File: src/rtl/echo_tap_mixer.sv
// Read side of the multi-tap echo delay line. On each new dry sample this block walks
// the taps one per clock with a geometrically decaying gain, then emits one saturated sample.
module echo_tap_mixer #(
    parameter int NUM_TAPS = 64,
    parameter int TAP_W    = 16,
    parameter int ACC_W    = 24
) (
    input  logic                                 clock,
    input  logic                                 reset_n,
    input  logic                                 sample_valid,
    input  logic signed [TAP_W-1:0]              dry_in,
    input  logic        [NUM_TAPS*TAP_W-1:0]     taps,
    input  logic        [$clog2(NUM_TAPS+1)-1:0] tap_count,
    input  logic        [7:0]                    decay,
    output logic signed [TAP_W-1:0]              out_sample,
    output logic                                 out_valid,
    output logic                                 busy,
    output logic                                 overrun
);

    localparam int IDX_W = $clog2(NUM_TAPS);
    localparam int CNT_W = $clog2(NUM_TAPS + 1);

    localparam logic [1:0] IDLE  = 2'd0;
    localparam logic [1:0] ACCUM = 2'd1;
    localparam logic [1:0] DONE  = 2'd2;

    localparam logic [CNT_W-1:0]        N_MAX   = CNT_W'(NUM_TAPS);
    localparam logic signed [ACC_W-1:0] SAT_MAX = ACC_W'((2 ** (TAP_W - 1)) - 1);
    localparam logic signed [ACC_W-1:0] SAT_MIN = ACC_W'(-(2 ** (TAP_W - 1)));

    function automatic logic signed [ACC_W-1:0] sext_tap(input logic signed [TAP_W-1:0] v);
        return ACC_W'(v);
    endfunction

    function automatic logic signed [TAP_W-1:0] sat_acc(input logic signed [ACC_W-1:0] v);
        if (v > SAT_MAX) begin
            return TAP_W'(SAT_MAX);
        end else if (v < SAT_MIN) begin
            return TAP_W'(SAT_MIN);
        end else begin
            return v[TAP_W-1:0];
        end
    endfunction

    logic        [1:0]       state_q, state_d;
    logic signed [ACC_W-1:0] acc_q, acc_d;
    logic        [7:0]       gain_q, gain_d;
    logic        [7:0]       decay_q, decay_d;
    logic        [IDX_W-1:0] idx_q, idx_d;
    logic        [CNT_W-1:0] n_q, n_d;
    logic signed [TAP_W-1:0] out_sample_q, out_sample_d;
    logic                    out_valid_q, out_valid_d;
    logic                    overrun_q, overrun_d;

    logic signed [TAP_W-1:0] tap_arr [NUM_TAPS];
    logic signed [TAP_W-1:0] tap_cur;
    logic signed [TAP_W+8:0] prod;
    logic signed [ACC_W-1:0] term;
    logic        [7:0]       gain_next;

    genvar k;
    generate
        for (k = 0; k < NUM_TAPS; k++) begin : g_tap
            assign tap_arr[k] = taps[k*TAP_W +: TAP_W];
        end
    endgenerate

    // Gain is zero-extended so the product stays signed; >>> floors toward -inf.
    assign tap_cur   = tap_arr[idx_q];
    assign prod      = tap_cur * $signed({1'b0, gain_q});
    assign term      = ACC_W'(prod >>> 8);
    assign gain_next = 8'(({8'd0, gain_q} * {8'd0, decay_q}) >> 8);

    always_comb begin
        state_d      = state_q;
        acc_d        = acc_q;
        gain_d       = gain_q;
        decay_d      = decay_q;
        idx_d        = idx_q;
        n_d          = n_q;
        out_sample_d = out_sample_q;
        out_valid_d  = 1'b0;
        overrun_d    = overrun_q;

        case (state_q)
            IDLE: begin
                if (sample_valid) begin
                    acc_d   = sext_tap(dry_in);
                    gain_d  = decay;
                    decay_d = decay;
                    idx_d   = '0;
                    n_d     = (tap_count > N_MAX) ? N_MAX : tap_count;
                    if (n_d == '0) begin
                        state_d      = DONE;
                        out_sample_d = sat_acc(acc_d);
                        out_valid_d  = 1'b1;
                    end else begin
                        state_d = ACCUM;
                    end
                end
            end
            ACCUM: begin
                acc_d  = acc_q + term;
                gain_d = gain_next;
                idx_d  = idx_q + 1'b1;
                // The result is registered on the edge into DONE so out_sample and
                // out_valid appear together during the DONE cycle.
                if (CNT_W'(idx_q) == n_q - 1'b1) begin
                    state_d      = DONE;
                    out_sample_d = sat_acc(acc_d);
                    out_valid_d  = 1'b1;
                end
            end
            DONE: begin
                state_d = IDLE;
            end
            default: begin
                state_d = IDLE;
            end
        endcase

        if (sample_valid && (state_q != IDLE)) begin
            overrun_d = 1'b1;
        end
    end

    always_ff @(posedge clock or negedge reset_n) begin
        if (!reset_n) begin
            state_q      <= IDLE;
            acc_q        <= '0;
            gain_q       <= '0;
            decay_q      <= '0;
            idx_q        <= '0;
            n_q          <= '0;
            out_sample_q <= '0;
            out_valid_q  <= 1'b0;
            overrun_q    <= 1'b0;
        end else begin
            state_q      <= state_d;
            acc_q        <= acc_d;
            gain_q       <= gain_d;
            decay_q      <= decay_d;
            idx_q        <= idx_d;
            n_q          <= n_d;
            out_sample_q <= out_sample_d;
            out_valid_q  <= out_valid_d;
            overrun_q    <= overrun_d;
        end
    end

    assign out_sample = out_sample_q;
    assign out_valid  = out_valid_q;
    assign busy       = (state_q != IDLE);
    assign overrun    = overrun_q;

endmodule

File: config.mk
export PLATFORM = sky130hd
export DESIGN_NAME = echo_tap_mixer
export DESIGN_NICKNAME = d
export VERILOG_FILES = /design/src/rtl/echo_tap_mixer.sv
export SDC_FILE = /design/constraint.sdc
export NUM_CORES = 1
export LEC_CHECK = 0
export CAP_MARGIN = 20
export CORE_AREA = 2 2 418 420
export DETAILED_ROUTE_END_ITERATION = 16
export DIE_AREA = 0 0 420 422
export PLACE_DENSITY_LB_ADDON = 0.05
export SLEW_MARGIN = 20
export SYNTH_ARGS = -nofsm -noshare
export SYNTH_HDL_FRONTEND = slang
export SYNTH_SLANG_ARGS = --single-unit
File: constraint.sdc
create_clock -name clock -period 13.4 [get_ports clock]
set_input_delay 1.34 -clock clock [delete_from_list [all_inputs] [get_ports clock]]
set_output_delay 1.34 -clock clock [all_outputs]
set_load 0.01 [all_outputs]
; ---- Word level (Yosys, flattened, before mapping)
; Index checks and enable logic that the tools add are counted.
[classes]
n_addsub = 3
mul = 2
order_cmp = 6
n_eq_ne = 5
muxes = 26
bitwise_logic = 1
reduce_logical = 9
[ops]
columns = operator, count
row1 = $mux W16, 9
row2 = $bmux W16 S6, 1
row3 = $pmux W24 S2, 1
row4 = $pmux W16 S2, 1
row5 = $mul A16 B9 Y25, 1
row6 = $add A24 B17 Y24, 1
row7 = $gt A24 B16 Y1 const B, 1
row8 = $lt A24 B16 Y1 const B, 1
row9 = $mux W24, 1
row10 = $gt A16 B16 Y1 const B, 1
row11 = $lt A16 B16 Y1 const B, 1
row12 = $mul A8 B8 Y16, 1
row13 = $pmux W8 S2, 1
row14 = $pmux W6 S2, 1
row15 = $mux W8, 1
row16 = $eq A6 B7 Y1, 1
row17 = $ge A7 B7 Y1 const B, 1
row18 = $gt A7 B7 Y1 const B, 1
row19 = $logic_not A7 Y1, 1
row20 = $mux W7, 1
row21 = $not A6 Y7, 1
row22 = $sub A7 B1 Y7 const B, 1
row23 = $add A6 B1 Y6 const B, 1
row24 = $mux W2, 3
row25 = other kinds (11), 18
[word_totals]
ff_bits = 73
out_inout_bits = 19

; ---- Logic depth before layout (Yosys ltp)
[logic_depth]
ltp_word = 11
mapped_depth = 48
mapped_depth_nobuf = 41

; ---- Worst setup path before layout
; Ideal clock, no wire load.
[synth_path]
path_kind = reg2reg
start = reg idx_q[0]
end = reg out_sample_q[10] (netlist: out_sample[10])
arrival_ns = 10.305
t_required_ns = 13.274
setup_slack_ns = 2.969
stages_incl_launch_ff = 44
n_path_buf = 6
synth_period_minus_slack_ns = 10.431
cell_sequence = dfrtp_1 > buf_6 > buf_4 > buf_4 > clkbuf_1 > buf_1 > mux4_2 > o22ai_1 > a21oi_1 > mux4_2 > and2_1 > fa_1 > inv_1 > fa_1 > inv_1 > fa_1 > fa_1 > ha_1 > (+8 left out) > o21a_1 > o21a_1 > nor2_1 > xnor2_1 > ha_1 > a21o_1 > a21o_1 > nor3_1 > a221oi_1 > o21bai_1 > nand2_1 > xor2_1 > or4_1 > nor4_1 > nor2_1 > a21boi_2 > buf_2 > a21oi_1
[synth_between]
elab_chain_len = 11
elab_cells_between_ends = 15
classes_between = add/sub: 1 / mul: 1 / order compare: 2 / eq/ne: 2 / mux: 7 / bitwise: 1 / reduce/logical: 1
[synth_rtl]
columns = item, line
row1 = from (decl), 50  ; logic [IDX_W-1:0] idx_q, idx_d;
row2 = from (signal assigned), 144  ; idx_q <= idx_d;
row3 = $not A6 Y7 (implied by the code), 70  ; assign tap_cur = tap_arr[idx_q];
row4 = $bmux W16 S6, 70
row5 = $mux W16 (implied by the code) (2 in a row), 70
row6 = $mul A16 B9 Y25, 71  ; assign prod = tap_cur * $signed({1'b0, gain_q});
row7 = $add A24 B17 Y24, 104  ; acc_d = acc_q + term;
row8 = $lt A24 B16 Y1, 39  ; end else if (v < SAT_MIN) begin
row9 = $mux W16, 39
row10 = $mux W16, 37  ; if (v > SAT_MAX) begin
row11 = $mux W16, 109  ; if (CNT_W'(idx_q) == n_q - 1'b1) begin
row12 = $pmux W16 S2, 86  ; case (state_q)
row13 = to (signal assigned), 146  ; out_sample_q <= out_sample_d;
row14 = to (decl), 52  ; logic signed [TAP_W-1:0] out_sample_q, out_sample_d;
; Several ways; a longest one is shown, not always the timed one. The select of a mux whose other input is x is not followed.
; A chain may end at the register's enable or synchronous reset.

; ---- Worst setup path in the final report
[layout_path]
start = reg idx_q[0]
end = reg out_sample_q[1] (netlist: out_sample[1])
; The elaborated chain is that of the path after synthesis.

==> results <==
## per-stage QoR
stage	cells	worst slack [ns]
after floorplan	2080	2.969
after global placement	5376	1.189
after detailed placement	5376	1.122
after CTS	5392	1.291
after global routing	5398	0.7446
final	5414	1.479
## layer usage
layer  track usage [%]  vias up  part of all wire (%)
met5                 0        -                  0.19
met4             2.182       54                   1.3
met3             4.346      154                   6.3
met2             35.00      795                    51
met1             23.17    11080                    41
li1                  -     9630                     -
## placed cells by master (no fill, tap or decap), types with 88 or more instances in the layout
cell	instances
sky130_fd_sc_hd__nand2_1	225
sky130_fd_sc_hd__clkdlybuf4s50_1	1075
sky130_fd_sc_hd__a21oi_1	170
sky130_fd_sc_hd__ha_1	105
sky130_fd_sc_hd__mux4_2	149
sky130_fd_sc_hd__fa_1	137
sky130_fd_sc_hd__mux2i_1	176
sky130_fd_sc_hd__and2_1	103
sky130_fd_sc_hd__o21ai_0	88
sky130_fd_sc_hd__inv_1	189
## synth_stat cells, types with 3 or more instances
library cell	instances	area [um2]
sky130_fd_sc_hd__mux2i_1	177	1772
sky130_fd_sc_hd__inv_1	189	709.4
sky130_fd_sc_hd__a21o_1	23	172.7
sky130_fd_sc_hd__nor2_1	53	198.9
sky130_fd_sc_hd__and2_1	105	656.9
sky130_fd_sc_hd__o21bai_1	7	52.55
sky130_fd_sc_hd__a2111oi_0	3	26.28
sky130_fd_sc_hd__buf_4	4	30.03
sky130_fd_sc_hd__o21a_1	10	75.07
sky130_fd_sc_hd__a22oi_1	8	60.06
sky130_fd_sc_hd__fa_1	137	2743
sky130_fd_sc_hd__nor2b_1	12	75.07
sky130_fd_sc_hd__a221o_1	13	130.1
sky130_fd_sc_hd__a22oi_2	7	87.58
sky130_fd_sc_hd__and3_1	3	18.77
sky130_fd_sc_hd__buf_6	4	45.04
sky130_fd_sc_hd__clkbuf_1	105	394.1
sky130_fd_sc_hd__a31oi_1	7	43.79
sky130_fd_sc_hd__ha_1	105	1314
sky130_fd_sc_hd__buf_2	13	65.06
sky130_fd_sc_hd__xnor2_1	36	315.3
sky130_fd_sc_hd__o2111ai_1	3	26.28
sky130_fd_sc_hd__a32oi_1	6	52.55
sky130_fd_sc_hd__o211ai_1	7	52.55
sky130_fd_sc_hd__o21ai_0	88	440.4
sky130_fd_sc_hd__nand2_1	226	848.3
sky130_fd_sc_hd__nand3b_1	8	60.06
sky130_fd_sc_hd__nand4_1	6	37.54
sky130_fd_sc_hd__o221ai_1	57	499.2
sky130_fd_sc_hd__mux4_2	149	3356
sky130_fd_sc_hd__a211oi_1	7	52.55
sky130_fd_sc_hd__nand2b_1	6	37.54
sky130_fd_sc_hd__nor4_1	4	25.02
sky130_fd_sc_hd__dfrtp_1	73	1827
sky130_fd_sc_hd__nor3_1	12	60.06
sky130_fd_sc_hd__a21oi_1	170	850.8
sky130_fd_sc_hd__mux2_2	68	765.7
sky130_fd_sc_hd__xor2_1	21	183.9
sky130_fd_sc_hd__buf_1	25	93.84
sky130_fd_sc_hd__a222oi_1	7	70.07
sky130_fd_sc_hd__o22ai_1	56	350.3
sky130_fd_sc_hd__nand3_1	18	90.09
## area by class of cell
type                            instances  area (um2)
Antenna cell                           22       55.05
Clock buffer                           10       229.0
Clock inverter                          6       67.56
Fill cell                           19110      139800
Inverter                              190       713.2
Multi-Input combinational cell       1665       16030
Sequential cell                        73        1843
Tap cell                             2325        2909
Timing Repair Buffer                 1123       11240
## critical path: cells and delay by family, from the launching register on
kind | cells | cell delay (ns)
AOI/OAI and AO/OA | 15 | 3.42
xor gates and xnor gates | 2 | 0.35
adders and majority gates | 6 | 2.54
buffers and inverters | 5 | 0.97
DFF | 1 | 0.83
muxes | 2 | 1.40
and+or+nand+nor | 10 | 2.14
## state kept, by name, indices dropped and copies added (netlist names)
name        cells
state_q         2
acc_q          24
n_q             7
overrun         1
gain_q          8
out_sample     16
decay_q         8
out_valid       1
idx_q           6
## worst paths after layout
check,startpoint,end,slack (ns),cells after the start
worst max-delay path,idx_q[0],out_sample[1],1.48,40
worst min-delay path,overrun,overrun,0.47,1
worst max register to register,idx_q[0],out_sample[1],1.48,40
worst min register to register,overrun,overrun,0.47,1
max in group asynchronous,reset_n,idx_q[2],11.06,2
min in group asynchronous,reset_n,overrun,0.98,1
## power by group
part           internal, mW  switching, mW
registers             0.386          0.190
clock network         0.145          0.120
logic                  4.31           6.53
## logic make-up after synthesis
group / after synthesis
multiplexers: 396
AO/OA/AOI/OAI: 504
flip-flops: 73
XOR/XNOR: 58
AND/OR/NAND/NOR: 465
adder cells (fa/ha/maj): 242
buffers and inverters: 342
==> tab_implementation.tex <==
\begin{tabular}{lr}
\hline
Metric & Value \\
\hline
\multicolumn{2}{l}{\textbf{Status}} \\
\quad Status & finished clean \\
\multicolumn{2}{l}{\textbf{Placement}} \\
\quad HPWL reported at the end of detailed placement & 153.3 mm \\
\quad Placer Congestion & 0.8614 \\
\quad Placed cell area & 32,740 um2 \\
\quad IO Port Bufs & about 1,100 \\
\multicolumn{2}{l}{\textbf{Clock tree}} \\
\quad Quantity of hold-fixing buffers added after cts & 0 \\
\quad Buffer depth of the longest clock path & 2 \\
\quad Setup bufs post-CTS & 0 \\
\quad \# resized after CTS & 0 \\
\quad Inserted Clock Buffers & 9 \\
\quad CTS clk-pin slew, worst paths & around 0.07 ns \\
\quad CTS root buf & sky130\_fd\_sc\_hd\_\_clkbuf\_16 \\
\quad Latest clock arrival within the worst-skew pair & 0.38 ns \\
\quad H-Tree Depth & 3 \\
\quad CTS tree & yes \\
\quad Clock sink count & 73 \\
\multicolumn{2}{l}{\textbf{STA}} \\
\quad Slew of the pin with the lowest slew margin & 1.024 ns \\
\quad Final setup violation count & 0 \\
\quad Achievable Freq & between 0.08 and 0.09 GHz \\
\quad Final worst hold slack & roughly 0.47 ns \\
\quad Setup Skew & 0.01224 ns \\
\quad Setup repair after global routing missed its margin & no \\
\quad Worst slew slack as a fraction of its limit & slightly below 30\% \\
\quad Final sum of negative setup slack & 0 ns \\
\quad Min Tclk post-route & roughly 12 ns \\
\quad Final count of hold timing violations & 0 \\
\quad Final count of pins violating max slew & 0 \\
\quad Portion of the clock cycle consumed by the worst path in the final layout & 88.96\% \\
\multicolumn{2}{l}{\textbf{Synthesis}} \\
\quad Cell count after synthesis & 2,080 \\
\quad Number of synthesis warnings & 0 \\
\quad Syn\_nets & 3,380 \\
\quad Dominant combinational cell family by area after synthesis & multiplexers \\
\quad Post-synth EDFFs & 0 \\
\quad Compound-gate portion of the synthesized area & 17.16\% \\
\quad Post-synthesis cell type count & 76 \\
\quad Proportion of synthesized chip area in sequential cells & 9.521\% \\
\quad Synth Area in XOR/XNOR & 2.732\% \\
\quad Area fraction in and, or, nand and nor cells after synthesis & 11.50\% \\
\quad Post-synth top flop & sky130\_fd\_sc\_hd\_\_dfrtp\_1 \\
\quad Proportion of synthesized flip-flops having asynchronous set or reset & 100.0\% \\
\quad Yosys reg bits & 73 \\
\quad Synth Area in Adders & between 20\% and 30\% \\
\quad Post-Syn Area per Cell & just over 9 um2 \\
\quad Multiplexer fraction of the synthesized cell area & 30.85\% \\
\quad Post-Syn Area & 19,190 um2 \\
\multicolumn{2}{l}{\textbf{Detailed routing}} \\
\quad Vias & 21,710 \\
\quad First-iteration detailed-routing DRC count & 1,295 \\
\quad Residual antenna-violating net count after detailed routing & 0 \\
\quad Via density & 4.010 \\
\quad Average detailed-routed wire length per instance & about 32 um \\
\quad Count of unresolved DRC violations after routing & 0 \\
\quad WL final & between 150 and 200 mm \\
\quad Number of detailed-routing iterations run before antenna repair & 5 \\
\multicolumn{2}{l}{\textbf{Floorplan}} \\
\quad Vertical extent of the die & 422 um \\
\quad Number of standard-cell rows in the floorplan & 153 \\
\quad Total die area & around 180,000 um2 \\
\quad Horizontal die dimension & $\sim$420 um \\
\quad Initial cell density of the core & 11.10\% \\
\quad I/O Pins & 1,077 \\
\quad Area of the core & 172,900 um2 \\
\multicolumn{2}{l}{\textbf{Worst setup path}} \\
\quad Slowest cell delay on critical path & 0.83 ns \\
\quad Highest net fanout along the worst path & 30 \\
\quad Setup Crit Path Kind & flip-flop to flip-flop \\
\quad Cell with the largest stage delay on the worst path & sky130\_fd\_sc\_hd\_\_dfrtp\_4 \\
\quad Crit end category & flip-flop \\
\quad Most frequent cell on the critical path & sky130\_fd\_sc\_hd\_\_fa\_1 \\
\quad Endpoint arrival time on the critical path & roughly 12 ns \\
\quad CP startpoint kind & flip-flop \\
\quad Required time of the worst setup path & 13.62 ns \\
\multicolumn{2}{l}{\textbf{Cells and area}} \\
\quad Final standard cell area without fillers & 33,090 um2 \\
\quad Area added between synthesis and finish & 72.47\% \\
\quad Count of nets after finishing & 4,362 \\
\quad Share of cells above drive strength 1 & 10.17\% \\
\quad Post-layout utilization of the core & 19.14\% \\
\multicolumn{2}{l}{\textbf{Global route}} \\
\quad Number of global-route vias before repair & 23,300 \\
\quad Antenna violations before repair & 98 \\
\quad Total Routing Usage GR & between 10\% and 20\% \\
\quad Total congestion overflow after global routing & 0 \\
\quad Maximum number of pins on one net before global-route repair & 77 \\
\quad Global-route wire length before repair & 226.3 mm \\
\multicolumn{2}{l}{\textbf{Pwr}} \\
\quad Total chip power & around 12 mW \\
\quad Static leakage & $\sim$13 nW \\
\quad IR Drop Worst-Case VDD & 0.4802 mV \\
\quad Areal power density over the cells & 353.2 nW/um2 \\
\multicolumn{2}{l}{\textbf{Worst hold path}} \\
\quad Hold Crit Class & flip-flop to flip-flop \\
\multicolumn{2}{l}{\textbf{Flow run}} \\
\quad Number of max-cap violations & 0 \\
\hline
\end{tabular}
Note: power is estimated with default switching activity, not from simulation.
